## src/rtl/spike_ctrl_pkg.sv

```systemverilog
// Shared definitions for the spike serialiser control path: FSM encoding and requester count.
package spike_ctrl_pkg;

    typedef enum logic {
        ST_IDLE  = 1'b0,
        ST_SHIFT = 1'b1
    } state_t;

    localparam int NUM_REQ = 2;

endpackage

```

## src/rtl/rr_arbiter2.sv

```systemverilog
// Two-way round-robin arbiter: combinational grant, registered pointer of the last winner.
module rr_arbiter2
    import spike_ctrl_pkg::*;
(
    input  logic               clk,
    input  logic               rst_n,
    input  logic [NUM_REQ-1:0] req,
    input  logic               en,
    output logic [NUM_REQ-1:0] gnt
);

    // last = index of the most recent winner; reset to 1 so requester 0 wins the first tie
    logic last;

    always_comb begin
        gnt = '0;
        if (en) begin
            if (req == 2'b11) begin
                gnt = last ? 2'b01 : 2'b10;
            end else begin
                gnt = req;
            end
        end
    end

    always_ff @(posedge clk or negedge rst_n) begin
        if (!rst_n) begin
            last <= 1'b1;
        end else if (gnt[0]) begin
            last <= 1'b0;
        end else if (gnt[1]) begin
            last <= 1'b1;
        end
    end

endmodule

```

## src/rtl/spike_serial_arbiter.sv

```systemverilog
// Arbitrates two word requesters onto an external shift register and streams each word LSB first.
module spike_serial_arbiter
    import spike_ctrl_pkg::*;
#(
    parameter int WIDTH = 8,
    parameter int CNT_W = $clog2(WIDTH + 1)
) (
    input  logic               clk,
    input  logic               rst_n,
    input  logic [NUM_REQ-1:0] req,
    input  logic [WIDTH-1:0]   req_data0,
    input  logic [WIDTH-1:0]   req_data1,
    output logic [NUM_REQ-1:0] gnt,
    input  logic               clear,
    output logic               sr_init,
    output logic               sr_load,
    output logic               sr_shift,
    output logic [WIDTH-1:0]   sr_data,
    input  logic               sr_bit,
    output logic               bit_out,
    output logic               bit_valid,
    input  logic               bit_ready,
    output logic               busy,
    output logic               done
);

    state_t             state;
    logic [CNT_W-1:0]   count;
    logic               arb_en;
    logic [NUM_REQ-1:0] arb_gnt;
    logic               last_bit;

    // Outputs are gated by rst_n so nothing leaks out while reset is held
    assign arb_en   = rst_n && !clear && (state == ST_IDLE);
    assign last_bit = (count == CNT_W'(1));

    rr_arbiter2 u_arb (
        .clk   (clk),
        .rst_n (rst_n),
        .req   (req),
        .en    (arb_en),
        .gnt   (arb_gnt)
    );

    always_comb begin
        gnt       = arb_gnt;
        sr_load   = |arb_gnt;
        sr_data   = '0;
        sr_init   = 1'b0;
        sr_shift  = 1'b0;
        bit_out   = 1'b0;
        bit_valid = 1'b0;
        done      = 1'b0;
        busy      = rst_n && (state == ST_SHIFT);
        if (arb_gnt[1]) begin
            sr_data = req_data1;
        end else if (arb_gnt[0]) begin
            sr_data = req_data0;
        end
        if (rst_n) begin
            if (clear) begin
                sr_init = 1'b1;
            end else if (state == ST_SHIFT) begin
                bit_valid = 1'b1;
                bit_out   = sr_bit;
                sr_shift  = bit_ready;
                done      = bit_ready && last_bit;
            end
        end
    end

    always_ff @(posedge clk or negedge rst_n) begin
        if (!rst_n) begin
            state <= ST_IDLE;
            count <= '0;
        end else if (clear) begin
            state <= ST_IDLE;
            count <= '0;
        end else begin
            case (state)
                ST_IDLE: begin
                    if (|arb_gnt) begin
                        state <= ST_SHIFT;
                        count <= CNT_W'(WIDTH);
                    end
                end
                ST_SHIFT: begin
                    if (bit_ready) begin
                        count <= count - CNT_W'(1);
                        if (last_bit) begin
                            state <= ST_IDLE;
                        end
                    end
                end
                default: begin
                    state <= ST_IDLE;
                    count <= '0;
                end
            endcase
        end
    end

endmodule

```

## config.mk

```make
export PLATFORM = sky130hd
export DESIGN_NAME = spike_serial_arbiter
export DESIGN_NICKNAME = d
export VERILOG_FILES = /design/src/rtl/spike_ctrl_pkg.sv /design/src/rtl/rr_arbiter2.sv /design/src/rtl/spike_serial_arbiter.sv
export SDC_FILE = /design/constraint.sdc
export NUM_CORES = 1
export LEC_CHECK = 0
export CORE_AREA = 2 2 39 41
export CTS_CLUSTER_DIAMETER = 200
export DETAILED_ROUTE_END_ITERATION = 6
export DIE_AREA = 0 0 41 43
export DONT_BUFFER_PORTS = 1
export PLACE_DENSITY = 0.56
export REMOVE_ABC_BUFFERS = 1
export SYNTH_ARGS = -nofsm -noshare
export SYNTH_HDL_FRONTEND = slang
export SYNTH_SLANG_ARGS = --single-unit
```

## constraint.sdc

```tcl
create_clock -name clk -period 2 [get_ports clk]
set_clock_uncertainty 0.1 [all_clocks]
set_input_delay 0.3 -clock clk [delete_from_list [all_inputs] [get_ports clk]]
set_output_delay 0.3 -clock clk [all_outputs]
set_load 0.03 [all_outputs]
```

* Word level (Yosys, flattened, before mapping)
Index checks and enable logic that the tools add are counted.
Word-level totals: bits in registers 6
Cells by class: mux-type cells 30, reductions and logical operators 8, add/subtract/negate cells 1, equal/unequal tests 4, bitwise logic cells 1
Operator list (count):
- 1-bit 2-to-1 mux | 20
- 8-bit 2-to-1 mux | 2
- 4-bit 2-to-1 mux | 3
- 4-bit one-hot mux with 2 select lines | 1
- 2-bit 2-to-1 mux | 3
- 3-bit != test, second input constant | 2
- 4-bit by 1-bit equality test with 1-bit output, second input constant | 1
- 1-bit logical AND | 4
- 4-bit by 1-bit subtractor with 4-bit output, second input constant | 1
- 2-bit equality test, second input constant | 1
- 1-bit one-hot mux with 2 select lines | 1
- 2-bit AND reduction | 1
- 2-bit nonzero test | 1
- 2-bit OR reduction | 1
- 1-bit zero test | 1
- 1-bit NOT | 1

* Longest topological paths before layout
depth after elaboration 8, mapped depth 5

* Hierarchy
From an unflattened synthesis, not the netlist that was laid out.
Second synthesis, totals: cells, all modules 60, area total of the unflattened synthesis 518.0 µm²
Modules (own cells, without submodules):
- spike_serial_arbiter | times used 1, cells an instance 52, area an instance 455.4 µm², seq. area each 125.1 µm²
- rr_arbiter2 | times used 1, cells an instance 8, area an instance 62.6 µm², seq. area each 26.3 µm²

* Worst setup path before layout
OpenSTA, ideal clock, no wires.
path kind reg-to-output, from register state, to output sr_data[0], buffers on the path 1, setup slack 0.267 ns, data required time 1.600 ns, cell stages (with the launch flop) 5, arrival 1.333 ns, cells stage by stage dfrtp_1 nor3b_4 and3_1 buf_4 a22o_1
RTL lines:
- start, declared | line spike_serial_arbiter.sv:27 | state_t state;
- start signal, assigned | line spike_serial_arbiter.sv:74 | state <= ST_IDLE;
- start signal, assigned | line spike_serial_arbiter.sv:77 | state <= ST_IDLE;
- start signal, assigned | line spike_serial_arbiter.sv:83 | state <= ST_SHIFT;
- 1-bit NOT
- 1-bit logical AND | line spike_serial_arbiter.sv:34 | assign arb_en = rst_n && !clear && (state == ST_IDLE);
- 2-bit 2-to-1 mux | line rr_arbiter2.sv:17 | if (en) begin
- via gnt[1] | line spike_serial_arbiter.sv:13 | output logic [NUM_REQ-1:0] gnt,
- 8-bit 2-to-1 mux | line spike_serial_arbiter.sv:55 | if (arb_gnt[1]) begin
- end, declared | line spike_serial_arbiter.sv:18 | output logic [WIDTH-1:0] sr_data,
The timed path passes the listed nets, and every way through them passes these cells.

* Final worst setup path
from register count[1], to output done
On the way: longest elaborated chain between the ends 5
Ends and longest elaborated chain:
- start, declared | line spike_serial_arbiter.sv:28 | logic [CNT_W-1:0] count;
- start signal, assigned | line spike_serial_arbiter.sv:84 | count <= CNT_W'(WIDTH);
- start signal, assigned | line spike_serial_arbiter.sv:89 | count <= count - CNT_W'(1);
- 4-bit by 1-bit equality test with 1-bit output | line spike_serial_arbiter.sv:35 | assign last_bit = (count == CNT_W'(1));
- 1-bit logical AND | line spike_serial_arbiter.sv:67 | done = bit_ready && last_bit;
- 1-bit 2-to-1 mux | line spike_serial_arbiter.sv:63 | end else if (state == ST_SHIFT) begin
- 1-bit 2-to-1 mux | line spike_serial_arbiter.sv:61 | if (clear) begin
- 1-bit 2-to-1 mux | line spike_serial_arbiter.sv:60 | if (rst_n) begin
- end, declared | line spike_serial_arbiter.sv:24 | output logic done
No other way between the ends.

==> summary.md <==
| Metric | Value |
|---|---|
| Run status | finished clean |
| Register area | 151 µm² |
| Fin crit period | 1890 ps |
| Worst min path class | input pin to flop |
| Worst slew pin tran | 468 ps |
| Worst setup EP type | primary output |
| Clk slew on worst S/H paths | 50 ps |
| GRT Overall Usage | 0.151 |
| Peak supply drop | 0.437 mV |
| R2R setup slack | 510 ps |
| Vias per inst | 5.63 |
| CTS tree | yes |
| Commonest non-fill, non-tap cell in the layout | buf_4 |
| Max Fclk | roughly 530 MHz |
| Critical path startpoint | count[1] |
| Post-DP HPWL | 918 µm |
| Routed WL | 1200 µm |
| Filler cell count | roughly 140 |
| Nets | 94 |
| Mapped Cells | 55 |
| Initial antenna violation count | 0 |
| Rel. slew slack | 0.688 |
| Crit path launch type | flop |
| Hold_ws | 62.9 ps |
| Global routing usage on met1 | 0.157 |
| Residual DRC | 0 |
| Clock Tree Buf Depth | 2 |
| Grt ovf | 0 |
| Most frequent cells in the layout | buf_4 (11), a22o_1 (8), dfrtp_1 (5) |
| Boundary Pins | 40 |
| GRT met3 Usage | 0.0733 |
| Post-synthesis sequential area ratio | 0.294 |
| GR Util met2 | 0.234 |
| LEAKAGE | 0.295 nW |
| Post-route setup slack | 115 ps |
| Placed Area | about 590 µm² |
| Chip Width | 41 µm |
| Clock Latency Late Sink | roughly 250 ps |
| Vias | between 400 and 500 |
| Worst reg2reg endpoint | count[3] |
| Post-synthesis register bit count | 6 |
| Total die area | 1760 µm² |
| Crit path kind | flop to primary output |
| Diode count | 0 |
| Layout cells sized above 1 | 0.324 |
| Total CTS buffers | 3 |
| IO Port Bufs | 0 |
| Most Used Layer, Global Route | met2 |
| Routability congestion estimate | 0.757 |
| Worst hold path startpoint | clear |
| Starting density of the core | 0.372 |
| Final instance area | about 640 µm² |
| Power per cell area | between 600 and 700 nW/µm² |
| DIE HEIGHT | between 40 and 50 µm |
| Pre-CTS setup slack | 240 ps |
| CP Max Fanout | 3 |
| Row Count | 14 |
| Max-slew violations | 0 |
| Final core occ | 0.463 |
| CP Capture Point | done |
| H-tree depth | 1 |
| Cells on worst reg2reg path | 3 |
| Critical Path AT | 1490 ps |
| Avg Cell Area, Syn | 9.35 µm² |
| First-pass GRT wire length | 1760 µm |
| Layout area overhead | 24.6% |
| Area of the multi-input gates | 343 µm² |
| DRT Pass-1 Iters | 4 |
| Synth Warn # | 0 |
| Worst Path Required | about 1600 ps |
| Core area | 1380 µm² |
| Number of global-route vias before repair | 435 |
| Final Cycle Share | 0.943 |
| Sink Count | 6 |
| Cell variety after synth | 26 |
| DRT iter0 DRCs | 8 |
| Total Neg Setup Slack | 0 ps |
| Cell area after synthesis | around 500 µm² |
| Pin count of the biggest net entering global routing | 11 |
| Root Driver | clkbuf_4 |
| Max-cap viol count | 0 |
| Routed wire per std cell | 14.3 µm |
| Launch point of the worst reg-to-reg path | state |
| Final ANT Viol Nets | 0 |
| Setup Viol. Count Final | 0 |
| Fin. Hold Viols | 0 |
-- worst max-delay path, cell delays in order, from the launching register on --
cell	delay [ps]
dfrtp_1	390
inv_1	90
ha_1	160
nor4bb_2	260
and3_2	340
-- metrics by stage --
| step | total power [mW] | std cells |
|---|---|---|
| floorplan | 0.254 | 52 |
| global placement | 0.283 | 79 |
| detailed placement | 0.286 | 79 |
| CTS | 0.417 | 84 |
| global route | 0.445 | 84 |
| finish | 0.415 | 84 |
-- cell families after synthesis --
logic type                 synth area share
muxes                                0.0414
adders and majority gates            0.0487
AOI/OAI and AO/OA                     0.243
buffers and inverters                0.0730
DFF                                   0.294
and+or+nand+nor                       0.299
-- registers in the layout, indices dropped and copies added, names as in the netlist --
name,count
u_arb.last,1
state,1
count,4
-- layer usage --
| metal | wire, µm | part of all wire | vias up |
|---|---|---|---|
| li1 | - | - | 232 |
| met1 | 447 | 0.37 | 218 |
| met2 | 619 | 0.51 | 19 |
| met3 | 116 | 0.096 | 4 |
| met4 | 20 | 0.017 | 0 |
| met5 | 0 | 0 | - |
-- how the worst min path moves through the flow --
stage / end / slack, ps / cells past startpoint
3_3_place_gp: count[1] / -100 / 0
4_1_cts: count[1] / 50 / 1
3_5_place_dp: count[1] / -100 / 0
5_1_grt: count[1] / 50 / 1
2_1_floorplan: count[0] / -100 / 0
6_report: count[1] / 60 / 1
-- final cells by class --
type | instances | area share
inverters | 2 | 0.0117
clock buffers | 4 | 0.0410
flip-flops and latches | 6 | 0.236
repair buffers | 12 | 0.145
well taps | 16 | 0.0313
multi-input cells | 44 | 0.535
-- timing repair --
action,in CTS,in global routing
setup buffers,0,0
gates resized for setup,2,4
endpoints found under the hold margin,6,0
setup endpoints to repair,8,9
hold buffers,1,0
-- power by group --
group / total (mW) / internal [mW] / switching (mW)
logic: 0.135 / 0.0600 / 0.0754
clock network: 0.123 / 0.0758 / 0.0471
registers: 0.157 / 0.141 / 0.0154
-- Yosys cell counts, drive strengths merged --
cell type  instances  area share
a22o               8        0.14
and3               5       0.061
dfrtp              5        0.24
nand2              4       0.029
and2               3       0.037
buf                3       0.058
nand3b             3       0.044
a21oi              2       0.019
ha                 2       0.049
inv                2       0.015
nand2b             2       0.024
nor2               2       0.015
o22ai              2       0.024
a2bb2oi            1       0.017
dfstp              1       0.051
mux2               1       0.022
mux2i              1       0.019
nor2b              1       0.012
nor3               1      0.0097
nor3b              1       0.037
nor4bb             1       0.019
o21a               1       0.015
o21bai             1       0.015
o32ai              1       0.017
or2                1       0.012
Note: power is estimated with default switching activity, not from simulation.
